## config.mk

```make
export PLATFORM = sky130hd
export DESIGN_NAME = instruction_dispatcher
export DESIGN_NICKNAME = d
export VERILOG_FILES = /design/src/rtl/instruction_dispatcher.sv
export SDC_FILE = /design/constraint.sdc
export NUM_CORES = 1
export LEC_CHECK = 0
export CAP_MARGIN = 20
export CORE_AREA = 8 8 160 162
export DETAILED_ROUTE_END_ITERATION = 16
export DIE_AREA = 0 0 168 170
export PLACE_DENSITY = 0.62
export SYNTH_ARGS = -nofsm -noshare
export SYNTH_HDL_FRONTEND = slang
export SYNTH_SLANG_ARGS = --single-unit
```

## constraint.sdc

```tcl
create_clock -name clk -period 7.4 [get_ports clk]
set_input_delay 0.74 -clock clk [delete_from_list [all_inputs] [get_ports clk]]
set_output_delay 0.74 -clock clk [all_outputs]
set_load 0.01 [all_outputs]
```

## src/rtl/instruction_dispatcher.sv

```systemverilog
// -----------------------------------------------------------------------------
// instruction_dispatcher
//
// Purpose:
//   Feeds the register-management stage of the dual-core MCU. It takes one
//   decoded instruction at a time, stalls while any register it touches is
//   still marked busy in processing_register_table, then picks a core. It
//   issues the boot_renew_* pulse and register_num that the manager consumes,
//   and it starts the chosen core. Barrier (sync) instructions do not boot
//   anything. They hold the dispatcher until both cores are idle and the
//   manager reports them synchronized.
//
// Ports:
//   clk, rst                   clock, synchronous active-high reset
//   instr_valid/instr_ready    upstream handshake (see below)
//   instr_data                 instruction payload
//   instr_dst                  destination registers {d3,d2,d1}
//   instr_src                  source registers {s2,s1}
//   instr_multi                3-destination instruction (core 2 only)
//   instr_barrier              sync instruction
//   processing_register_table  busy register flags from the manager
//   processor_idle_1/2         core idle flags
//   synchronized_processors    manager: both cores synchronized
//   boot_renew_register_1/2    single-destination boot pulse
//   boot_renew_3registers_1/2  three-destination boot pulse (_1 never used)
//   register_num               {d3,d2,d1} of the booted instruction
//   core_start_1/2             one-cycle core start, aligned with the boot pulse
//   core_instr                 payload of the most recently booted instruction
//   dispatch_error             sticky flag: a core never acknowledged a start
//   issued_count               number of booted instructions (wraps)
//   state_dbg                  current FSM state, for observation only
//
// Handshake: a transfer happens on a rising edge where instr_valid and
// instr_ready are both high. The producer holds its payload stable while
// instr_valid is high and instr_ready is low. instr_ready is registered and
// is high only while the dispatcher is idle.
// -----------------------------------------------------------------------------
module instruction_dispatcher #(
    parameter int REGISTER_AMOUNT = 32,
    parameter int INSTR_WIDTH     = 32,
    parameter int ACK_TIMEOUT     = 255,
    parameter int REG_CTN_WIDTH   = $clog2(REGISTER_AMOUNT)
) (
    input  logic                         clk,
    input  logic                         rst,
    input  logic                         instr_valid,
    output logic                         instr_ready,
    input  logic [INSTR_WIDTH-1:0]       instr_data,
    input  logic [3*REG_CTN_WIDTH-1:0]   instr_dst,
    input  logic [2*REG_CTN_WIDTH-1:0]   instr_src,
    input  logic                         instr_multi,
    input  logic                         instr_barrier,
    input  logic [0:REGISTER_AMOUNT-1]   processing_register_table,
    input  logic                         processor_idle_1,
    input  logic                         processor_idle_2,
    input  logic                         synchronized_processors,
    output logic                         boot_renew_register_1,
    output logic                         boot_renew_register_2,
    output logic                         boot_renew_3registers_1,
    output logic                         boot_renew_3registers_2,
    output logic [3*REG_CTN_WIDTH-1:0]   register_num,
    output logic                         core_start_1,
    output logic                         core_start_2,
    output logic [INSTR_WIDTH-1:0]       core_instr,
    output logic                         dispatch_error,
    output logic [15:0]                  issued_count,
    output logic [1:0]                   state_dbg
);

    localparam int ACK_CNT_W = $clog2(ACK_TIMEOUT + 1);
    localparam int RW        = REG_CTN_WIDTH;

    typedef enum logic [1:0] {
        S_IDLE     = 2'd0,
        S_CHECK    = 2'd1,
        S_WAIT_ACK = 2'd2,
        S_SYNC     = 2'd3
    } state_t;

    state_t                   state;
    logic [INSTR_WIDTH-1:0]   data_q;
    logic [3*RW-1:0]          dst_q;
    logic [2*RW-1:0]          src_q;
    logic                     multi_q;
    logic                     target_2_q;   // 0: core 1 booted, 1: core 2 booted
    logic [ACK_CNT_W-1:0]     ack_cnt;

    logic                     hazard;
    logic                     go_1;
    logic                     go_2;
    logic                     target_idle;

    // Register 0 is hard-wired and never tracked by the manager.
    function automatic logic reg_busy(input logic [RW-1:0] idx);
        return (idx != '0) && processing_register_table[idx];
    endfunction

    always_comb begin
        hazard = reg_busy(src_q[RW-1:0]) | reg_busy(src_q[2*RW-1:RW]) |
                 reg_busy(dst_q[RW-1:0]);
        if (multi_q) begin
            hazard = hazard | reg_busy(dst_q[2*RW-1:RW]) | reg_busy(dst_q[3*RW-1:2*RW]);
        end
    end

    // Core 2 is the only core that accepts 3-destination instructions.
    // Single-destination instructions prefer core 1.
    always_comb begin
        go_1 = 1'b0;
        go_2 = 1'b0;
        if (!hazard) begin
            if (multi_q) begin
                go_2 = processor_idle_2;
            end else if (processor_idle_1) begin
                go_1 = 1'b1;
            end else begin
                go_2 = processor_idle_2;
            end
        end
    end

    assign target_idle             = target_2_q ? processor_idle_2 : processor_idle_1;
    assign boot_renew_3registers_1 = 1'b0;
    assign state_dbg               = state;

    always_ff @(posedge clk) begin
        if (rst) begin
            state                   <= S_IDLE;
            instr_ready             <= 1'b1;
            data_q                  <= '0;
            dst_q                   <= '0;
            src_q                   <= '0;
            multi_q                 <= 1'b0;
            target_2_q              <= 1'b0;
            ack_cnt                 <= '0;
            boot_renew_register_1   <= 1'b0;
            boot_renew_register_2   <= 1'b0;
            boot_renew_3registers_2 <= 1'b0;
            register_num            <= '0;
            core_start_1            <= 1'b0;
            core_start_2            <= 1'b0;
            core_instr              <= '0;
            dispatch_error          <= 1'b0;
            issued_count            <= '0;
        end else begin
            // Boot and start pulses last exactly one cycle.
            boot_renew_register_1   <= 1'b0;
            boot_renew_register_2   <= 1'b0;
            boot_renew_3registers_2 <= 1'b0;
            core_start_1            <= 1'b0;
            core_start_2            <= 1'b0;

            case (state)
                S_IDLE: begin
                    if (instr_valid && instr_ready) begin
                        data_q      <= instr_data;
                        dst_q       <= instr_dst;
                        src_q       <= instr_src;
                        multi_q     <= instr_multi;
                        instr_ready <= 1'b0;
                        state       <= instr_barrier ? S_SYNC : S_CHECK;
                    end
                end

                S_CHECK: begin
                    if (go_1 || go_2) begin
                        boot_renew_register_1   <= go_1;
                        boot_renew_register_2   <= go_2 && !multi_q;
                        boot_renew_3registers_2 <= go_2 && multi_q;
                        core_start_1            <= go_1;
                        core_start_2            <= go_2;
                        core_instr              <= data_q;
                        register_num            <= multi_q ? dst_q : {{(2*RW){1'b0}}, dst_q[RW-1:0]};
                        issued_count            <= issued_count + 16'd1;
                        target_2_q              <= go_2;
                        ack_cnt                 <= '0;
                        state                   <= S_WAIT_ACK;
                    end
                end

                // The first cycle here coincides with the boot pulse. That cycle
                // lets the manager's table update land before the next check.
                S_WAIT_ACK: begin
                    if (!target_idle) begin
                        instr_ready <= 1'b1;
                        state       <= S_IDLE;
                    end else if (ack_cnt == ACK_CNT_W'(ACK_TIMEOUT - 1)) begin
                        dispatch_error <= 1'b1;
                        instr_ready    <= 1'b1;
                        state          <= S_IDLE;
                    end else begin
                        ack_cnt <= ack_cnt + 1'b1;
                    end
                end

                S_SYNC: begin
                    if (synchronized_processors && processor_idle_1 && processor_idle_2) begin
                        instr_ready <= 1'b1;
                        state       <= S_IDLE;
                    end
                end

                default: begin
                    instr_ready <= 1'b1;
                    state       <= S_IDLE;
                end
            endcase
        end
    end

endmodule

```

==> flow_metrics.tcl, run 1 <==
set metrics [dict create \
    status "completed" \
    start_kind "input pin" \
    cap_violations 0 \
    arrival_ns 3.93 \
    worst_pin_slew_ns 0.816 \
    grt_max_degree 81 \
    syn_nets 849 \
    slew_violations 0 \
    r2r-start "src_q[6]" \
    max-vdd-ir-drop_uv 154 \
    die_y_um 170 \
    ys_top_cells_by_count "dfxtp_1, nand2_1, a21oi_1" \
    rr_endpoint "register_num[2]" \
    antenna_left 0 \
    num_vias 5909 \
    rsz0062_at_grt "no" \
    hold_violations 0 \
    rows 56 \
    fmax_mhz 274 \
    reg2reg_slack_ns 3.89 \
    start_util_pct 29.5 \
    postCtsSetupBuffers 0 \
    synth.area.top_cells "dfxtp_1, mux2i_1, mux4_2" \
    clockBufferDepth 2 \
    grt_pass1_wl_um 31800 \
    crit_required_ns 7.67 \
    yosysTopAreaCell "dfxtp_1" \
    drc 0 \
    core-area_mm2 0.0231 \
    clkLatencyLatePin_ns 0.43 \
    routed_via_density 4.98 \
    tritoncts "yes" \
    synth_area_per_cell_um2 9.09 \
    relSlewSlack_pct 45.6 \
    worstPathMaxFanout 42 \
    dieWidth_um 168 \
    die_area_mm2 0.0286 \
    clk_pin_slew_ns 0.06 \
    power_uw 2260 \
    ys.flop_type "dfxtp_1" \
    wire_per_inst_um 17.2 \
    async_flop_share_pct 0 \
    grt_pass1_vias 5599 \
    clockRootBuffer "clkbuf_16" \
    fin_setup_tns_ns 0 \
    syn2layout_area_growth_pct 33.6 \
    finalCritPeriodShare_pct 49.4 \
    port_buffers 167 \
    path_class "input pin to register" \
    ys_warn_count 0 \
    antenna_found_initial 1 \
    synth.top_cell.area_share_pct 40.6 \
    worst_setup_path_end_kind "register" \
    drt_first_pass_iters 4 \
    cts_htree_levels 4 \
    setup_viol 0 \
    grtUsageTotal_pct 14.0 \
    p_leak_uw 0.00303 \
    cts_hold_buf 0 \
    yosysSeqAreaShare_pct 40.6 \
    globalRouteMet3Util_pct 5.38 \
    totalWireLength_um 20400 \
    syn_area_mm2 0.00681 \
    worstHoldEndpoint "data_q[25]" \
    min_path_cells 2 \
    drive_gt1_share_pct 10.3 \
    dp_hpwl_um 14400 \
    hp-class "register to register" \
    ios 170 \
    powerDensity_mw_per_mm2 248 \
    overflow 0 \
    clock-sinks 138 \
    synth_cells 749 \
    ys_ff_latch 138 \
    reg2reg_depth 9 \
    met1_usage_pct 18.3 \
    first_iter_violations 357 \
    synth_edf_count 0 \
    cts_inserted_buffers 17 \
    min_from "data_q[25]" \
    grt.met2_usage_pct 20.7 \
    layout.nets 983 \
    gr-max-usage-layer "met2" \
    period_needed_ns 3.65 \
    synth_cell_types 57 \
    gp_congestion 0.921 \
    cts_resized 0 \
    yosysMostFrequentCell "dfxtp_1" \
    fin_skew_ns 0.0200 \
]
[cell usage in the layout, fill, tap and decap left out, types with 3 or more instances in the layout]
cell / synthesis / layout
ha_1: 3 / 3
clkdlybuf4s50_1: 0 / 166
inv_1: 10 / 10
xor2_1: 3 / 3
nand3_2: 2 / 3
buf_4: 6 / 7
o22ai_1: 3 / 3
clkinvlp_4: 0 / 4
nand3_1: 19 / 18
clkinv_4: 0 / 3
nor2_1: 71 / 71
nor3b_1: 5 / 5
nor4_1: 6 / 6
dfxtp_1: 138 / 138
inv_6: 0 / 3
a2111oi_0: 3 / 3
nor2b_1: 19 / 19
nand2_1: 134 / 134
nand2b_1: 16 / 16
nand4_1: 11 / 11
nand3b_1: 4 / 4
and3_1: 3 / 3
mux4_2: 25 / 25
o211ai_1: 3 / 3
mux2i_1: 62 / 62
clkbuf_16: 0 / 17
a21oi_1: 78 / 78
a311oi_1: 3 / 3
nor3_1: 12 / 11
xnor2_1: 7 / 7
mux2_2: 17 / 17
[critical path: stages]
cell and delay [ns]:
clkdlybuf4s50_1 0.50, mux4_2 0.53, a2bb2oi_1 0.14, and4_1 0.23
nor4_4 0.37, a31oi_2 0.24, nor3_4 0.22, buf_4 0.58
mux2i_1 0.26, nor2_1 0.05
[how the worst max path moves through the flow]
| stage | startpoint | to | slack, ns | cells past startpoint |
|---|---|---|---|---|
| 2_1_floorplan | processing_register_table[29] | issued_count[14] | 4.44 | 10 |
| 3_3_place_gp | processing_register_table[29] | core_instr[30] | 3.34 | 10 |
| 3_5_place_dp | processing_register_table[24] | register_num[3] | 3.35 | 10 |
| 4_1_cts | processing_register_table[24] | register_num[1] | 3.79 | 10 |
| 5_1_grt | processing_register_table[24] | register_num[1] | 3.60 | 10 |
| 6_report | processing_register_table[29] | register_num[2] | 3.75 | 10 |
[cells by family after synthesis]
kind of cell    count (synthesis)  synth area share (%)
fa+ha+maj                       3                 0.551
simple gates                  315                  21.7
buf+inv                        68                  5.68
compound gates                107                  9.33
mux                           107                  20.8
other cells                     1                0.0551
xor+xnor                       10                  1.29
flops                         138                  40.6
[metrics by stage]
step | instances | area, µm² | utilization, % | setup WS (ns) | hold WS [ns]
3_3_place_gp | 1154 | 8560 | 37.1 | 3.34 | 0.444
3_5_place_dp | 1154 | 8560 | 37.1 | 3.35 | 0.447
6_report | 1187 | 9100 | 39.5 | 3.75 | 0.453
5_1_grt | 1186 | 9100 | 39.5 | 3.60 | 0.470
4_1_cts | 1186 | 9100 | 39.5 | 3.79 | 0.456
2_1_floorplan | 749 | 6810 | - | 4.44 | 0.436
[sequential cells by signal, indices dropped and copies added (netlist names), 2 cells and up]
register / count
ack_cnt: 8
core_instr: 32
data_q: 32
dst_q: 15
issued_count: 16
register_num: 15
src_q: 10
state_dbg: 2
[area by class of cell]
class | count | area [µm²]
diodes | 1 | 2.50
multi-input cells | 543 | 3680
flip-flops and latches | 138 | 2760
well taps | 290 | 363
clock buffers | 18 | 429
inverters | 10 | 37.5
fillers | 2315 | 13900
clock inverters | 14 | 115
repair buffers | 173 | 1710
[layer usage]
metal / vias up / share of wire [%]
li1: 2887 / -
met1: 2782 / 45
met2: 222 / 44
met3: 16 / 9.3
met4: 2 / 1.1
met5: - / 0.064
[power by group]
part	switching (µW)	total, µW	internal, µW
Combinational	291	556	265
Sequential	107	918	812
Clock	352	787	436
Total	749	2260	1510
(Power assumes the default switching activity.)
==> run 2, diff against run 1 <==
==> constraint.sdc (replaced) <==
create_clock -name clk -period 3.8 [get_ports clk]
set_input_delay 0.38 -clock clk [delete_from_list [all_inputs] [get_ports clk]]
set_output_delay 0.38 -clock clk [all_outputs]
set_load 0.01 [all_outputs]
==> run 2 against run 1 <==
Sequential share of layout area decreased by 0.47 points; sequential power rose by 93%; global-route usage grew 0.40 points; worst hold slack gained 0.0025 ns; non-clock buffer count increased by 10; clock power rose by 110%; utilization grew 0.62 points; largest power group unchanged; highest routed layer unchanged.
==> flow_metrics.tcl, run 2 (synthesized netlist as in run 1, its figures left out) <==
set metrics [dict create \
    clkLatencyLatePin_ns 0.43 \
    setup_viol 0 \
    overflow 0 \
    cts_hold_buf 0 \
    hp-class "register to register" \
    dp_slack_ns 0.226 \
    finalCritPeriodShare_pct 88.0 \
    drive_gt1_share_pct 11.4 \
    port_buffers 167 \
    critPathTopFamily "multiplexers" \
    path_class "register to register" \
    n_antenna_cell 0 \
    critPathBufInv 1 \
    rows 56 \
    critPathMaxStageDelay_ns 0.74 \
    antenna_left 0 \
    timing.final.ws_setup_ns 0.455 \
    syn2layout_area_growth_pct 35.7 \
    fin_skew_ns 0.0155 \
    num_vias 5913 \
    clk_pin_slew_ns 0.07 \
    layout_common_cells "clkdlybuf4s50_1, dfxtp_1, nand2_1" \
    relSlewSlack_pct 40.8 \
    cts_inserted_buffers 17 \
    fmax_mhz 299 \
    slew_violations 0 \
    layout_commonest_cell "clkdlybuf4s50_1" \
    dieWidth_um 168 \
    wire_per_inst_um 17.2 \
    worst_pin_slew_ns 0.888 \
    period_needed_ns 3.35 \
    worstPathMaxFanout 19 \
    gp_congestion 0.899 \
    path_cells "mux4_2 -> o211ai_1 -> a21oi_1 -> nor4_4 -> a31oi_2 -> nor3_4 -> buf_4 -> nand4_1 -> mux2_2" \
    hold_violations 0 \
    slowest_stage "dfxtp_1" \
    drc 0 \
    fin_setup_tns_ns 0 \
    cap_violations 0 \
    rsz0062_at_grt "no" \
    powerDensity_mw_per_mm2 497 \
    layout.nets 993 \
    dp_hpwl_um 14700 \
    grt_pass1_vias 5770 \
    status "completed" \
    reg_top3 "core_instr x32, data_q x32, issued_count x16" \
    grt_pass1_wl_um 32700 \
    start_kind "register" \
    first_iter_violations 388 \
    postLayoutCoreUtil_pct 40.1 \
    grt_max_degree 85 \
    p_leak_uw 0.00312 \
    antenna_found_initial 1 \
    clockRootBuffer "clkbuf_16" \
    totalWireLength_um 20500 \
    fin_area_mm2 0.00925 \
    start_util_pct 29.5 \
    tritoncts "yes" \
    clockBufferDepth 2 \
    die_y_um 170 \
    crit_required_ns 4.12 \
    drt_first_pass_iters 6 \
    grtUsageTotal_pct 14.4 \
    ios 170 \
    routed_via_density 4.94 \
    core-area_mm2 0.0231 \
    worst_setup_path_end_kind "register" \
    postCtsSetupBuffers 0 \
    die_area_mm2 0.0286 \
    max-vdd-ir-drop_uv 267 \
    cts_resized 0 \
    placed_area_mm2 0.00864 \
    cts_htree_levels 4 \
    clock-sinks 138 \
    arrival_ns 3.66 \
]
==> run 2: path summary, 6_finish.rpt <==
check	start	to	slack [ns]	depth (start not counted)
worst min register to register	data_q[29]	data_q[29]	0.46	2
worst max register to register	dst_q[6]	issued_count[7]	0.45	9
worst max-delay path	dst_q[6]	issued_count[7]	0.45	9
worst min-delay path	data_q[29]	data_q[29]	0.46	2
==> run 2: power breakdown <==
part | switching, µW | internal (µW)
logic | 584 | 541
clock network | 752 | 941
registers | 195 | 1580
==> run 2: layout make-up <==
type	instances	area, µm²
Clock buffer	17	425
Sequential cell	138	2760
Clock inverter	15	178
Inverter	10	37.5
Timing Repair Buffer	183	1800
Fill cell	2300	13800
Tap cell	290	363
Multi-Input combinational cell	543	3680
==> run 2: through the flow <==
stage	instances	total power, µW	hold WS, ns
CTS	1196	4660	0.456
finish	1196	4590	0.455
detailed placement	1164	2940	0.447
floorplan	749	2560	0.436
global route	1196	4850	0.474
global placement	1164	2930	0.442
==> run 2: worst register-to-register path, stage by stage, from the launching register on <==
cell and delay (ns):
dfxtp_1 0.74, mux4_2 0.59, o211ai_1 0.17, a21oi_1 0.09
nor4_4 0.37, a31oi_2 0.24, nor3_4 0.26, buf_4 0.32
nand4_1 0.17, mux2_2 0.31
==> run 2: layer usage <==
metal | up-vias | wire length [µm] | global-route usage [%]
met3 | 15 | 2200 | 6.65
met4 | 2 | 160 | 3.45
met2 | 202 | 8960 | 21.7
met1 | 2795 | 9210 | 18.5
met5 | - | 13 | 0
li1 | 2899 | - | -
==> run 3, diff against run 2 <==
==> constraint.sdc (replaced) <==
create_clock -name clk -period 3.6 [get_ports clk]
set_input_delay 0.36 -clock clk [delete_from_list [all_inputs] [get_ports clk]]
set_output_delay 0.36 -clock clk [all_outputs]
set_load 0.01 [all_outputs]
==> run 3 against run 2 <==
Final cell count is 0.67% higher; die area is the same; critical path depth rose by 2; critical endpoint is now boot_renew_register_2; design area up 1.2%; clock skew fell by 0.00074 ns.
==> flow_metrics.tcl, run 3 (synthesized netlist as in run 1, its figures left out) <==
set metrics [dict create \
    status "completed" \
    clock_power_share_pct 37.2 \
    crit_required_ns 3.96 \
    period_needed_ns 3.21 \
    die_y_um 170 \
    dp_slack_ns 0.170 \
    arrival_ns 3.57 \
    rows 56 \
    postCtsSetupBuffers 0 \
    power_uw 4960 \
    worst_pin_slew_ns 0.883 \
    fin_skew_ns 0.0147 \
    antenna_left 0 \
    p_int_uw 3340 \
    cts_htree_levels 4 \
    cts_inserted_buffers 17 \
    grt_pass1_wl_um 33100 \
    fin_setup_tns_ns 0 \
    slew_violations 0 \
    die_area_mm2 0.0286 \
    cap_violations 0 \
    syn2layout_area_growth_pct 37.4 \
    dp_hpwl_um 15100 \
    clockBufferDepth 2 \
    clock-sinks 138 \
    overflow 0 \
    tritoncts "yes" \
    layout.nets 1001 \
    drive_gt1_share_pct 12.1 \
    grt_max_degree 87 \
    p_leak_uw 0.00318 \
    cts_resized 0 \
    rsz0062_at_grt "no" \
    worstPathMaxFanout 22 \
    seqPwrFrac_pct 37.7 \
    drc 0 \
    clkLatencyLatePin_ns 0.42 \
    gp_congestion 0.919 \
    clk_pin_slew_ns 0.06 \
    layout_commonest_cell "clkdlybuf4s50_1" \
    antenna_found_initial 1 \
    n_antenna_cell 0 \
    reg_top3 "core_instr x32, data_q x32, issued_count x16" \
    reg2reg_slack_ns 0.39 \
    worst_setup_path_end_kind "register" \
    whs_ns 0.453 \
    layout_common_cells "clkdlybuf4s50_1, dfxtp_1, nand2_1" \
    totalWireLength_um 20800 \
    start_kind "register" \
    cts_hold_buf 0 \
    finalCritPeriodShare_pct 89.3 \
    grt_pass1_vias 5928 \
    grtUsageTotal_pct 14.5 \
    ios 170 \
    port_buffers 167 \
    path_class "register to register" \
    start_util_pct 29.5 \
    first_iter_violations 412 \
    max-vdd-ir-drop_uv 302 \
    relSlewSlack_pct 41.1 \
    postLayoutCoreUtil_pct 40.6 \
    dieWidth_um 168 \
    swShare_pct 32.6 \
    setup_viol 0 \
    powerDensity_mw_per_mm2 530 \
    timing.final.ws_setup_ns 0.387 \
    wire_per_inst_um 17.3 \
    p_sw_uw 1610 \
    core-area_mm2 0.0231 \
    fmax_mhz 311 \
    routed_via_density 4.93 \
    clockRootBuffer "clkbuf_16" \
    hp-class "register to register" \
    combPwrFrac_pct 25.1 \
    num_vias 5939 \
    hold_violations 0 \
    fillers 2270 \
    drt_first_pass_iters 4 \
]
[run 3: changes by cell type in the layout (fill, tap and decap cells not counted), sizes merged]
cell and delta:
inv +1, clkinvlp -1, buf +8, clkinv -1, bufinv +1
[run 3: layout make-up]
cell class                 count  area, µm²  share of cell area, %
inverter                      10       37.5                  0.401
clock buffer                  17        425                   4.55
timing repair buffer         191       1890                   20.2
sequential                   138       2760                   29.5
multi-input combinational    543       3680                   39.3
clock inverter                15        204                   2.18
tap                          290        363                   3.88
[run 3: power by group through the flow]
stage | logic [µW] | registers (µW) | clock network, µW
global placement | 1250 | 1900 | 0
CTS | 1260 | 1870 | 1900
finish | 1250 | 1870 | 1840
global route | 1370 | 1890 | 1980
floorplan | 903 | 1800 | 0
detailed placement | 1250 | 1900 | 0
[run 3: worst max-delay path: stages, from the launching register on]
cell	delay, ns
dfxtp_1	0.73
mux2_1	0.37
or3_1	0.32
o2111a_1	0.14
nor4_1	0.23
nand3_1	0.21
buf_4	0.22
nor3_4	0.25
buf_4	0.24
buf_12	0.15
and3b_1	0.18
and2_1	0.12
[run 3: final timing paths]
kind                                  from                     to  cells past startpoint
worst max-delay path              src_q[6]  boot_renew_register_2                     11
worst min-delay path            data_q[23]             data_q[23]                      2
worst max register to register    src_q[6]  boot_renew_register_2                     11
worst min register to register  data_q[23]             data_q[23]                      2
[run 3: stage by stage]
step / cell area, µm² / cells
6_report: 9360 / 1204
5_1_grt: 9360 / 1204
2_1_floorplan: 6810 / 749
3_3_place_gp: 8730 / 1172
4_1_cts: 9360 / 1204
3_5_place_dp: 8730 / 1172
[run 3: per-layer routing]
metal	up-vias	share of wire, %	global-route usage [%]
met1	2796	45	18.3
met5	-	0.062	0
li1	2919	-	-
met2	209	45	22.2
met4	2	0.91	3.80
met3	13	9.9	6.58
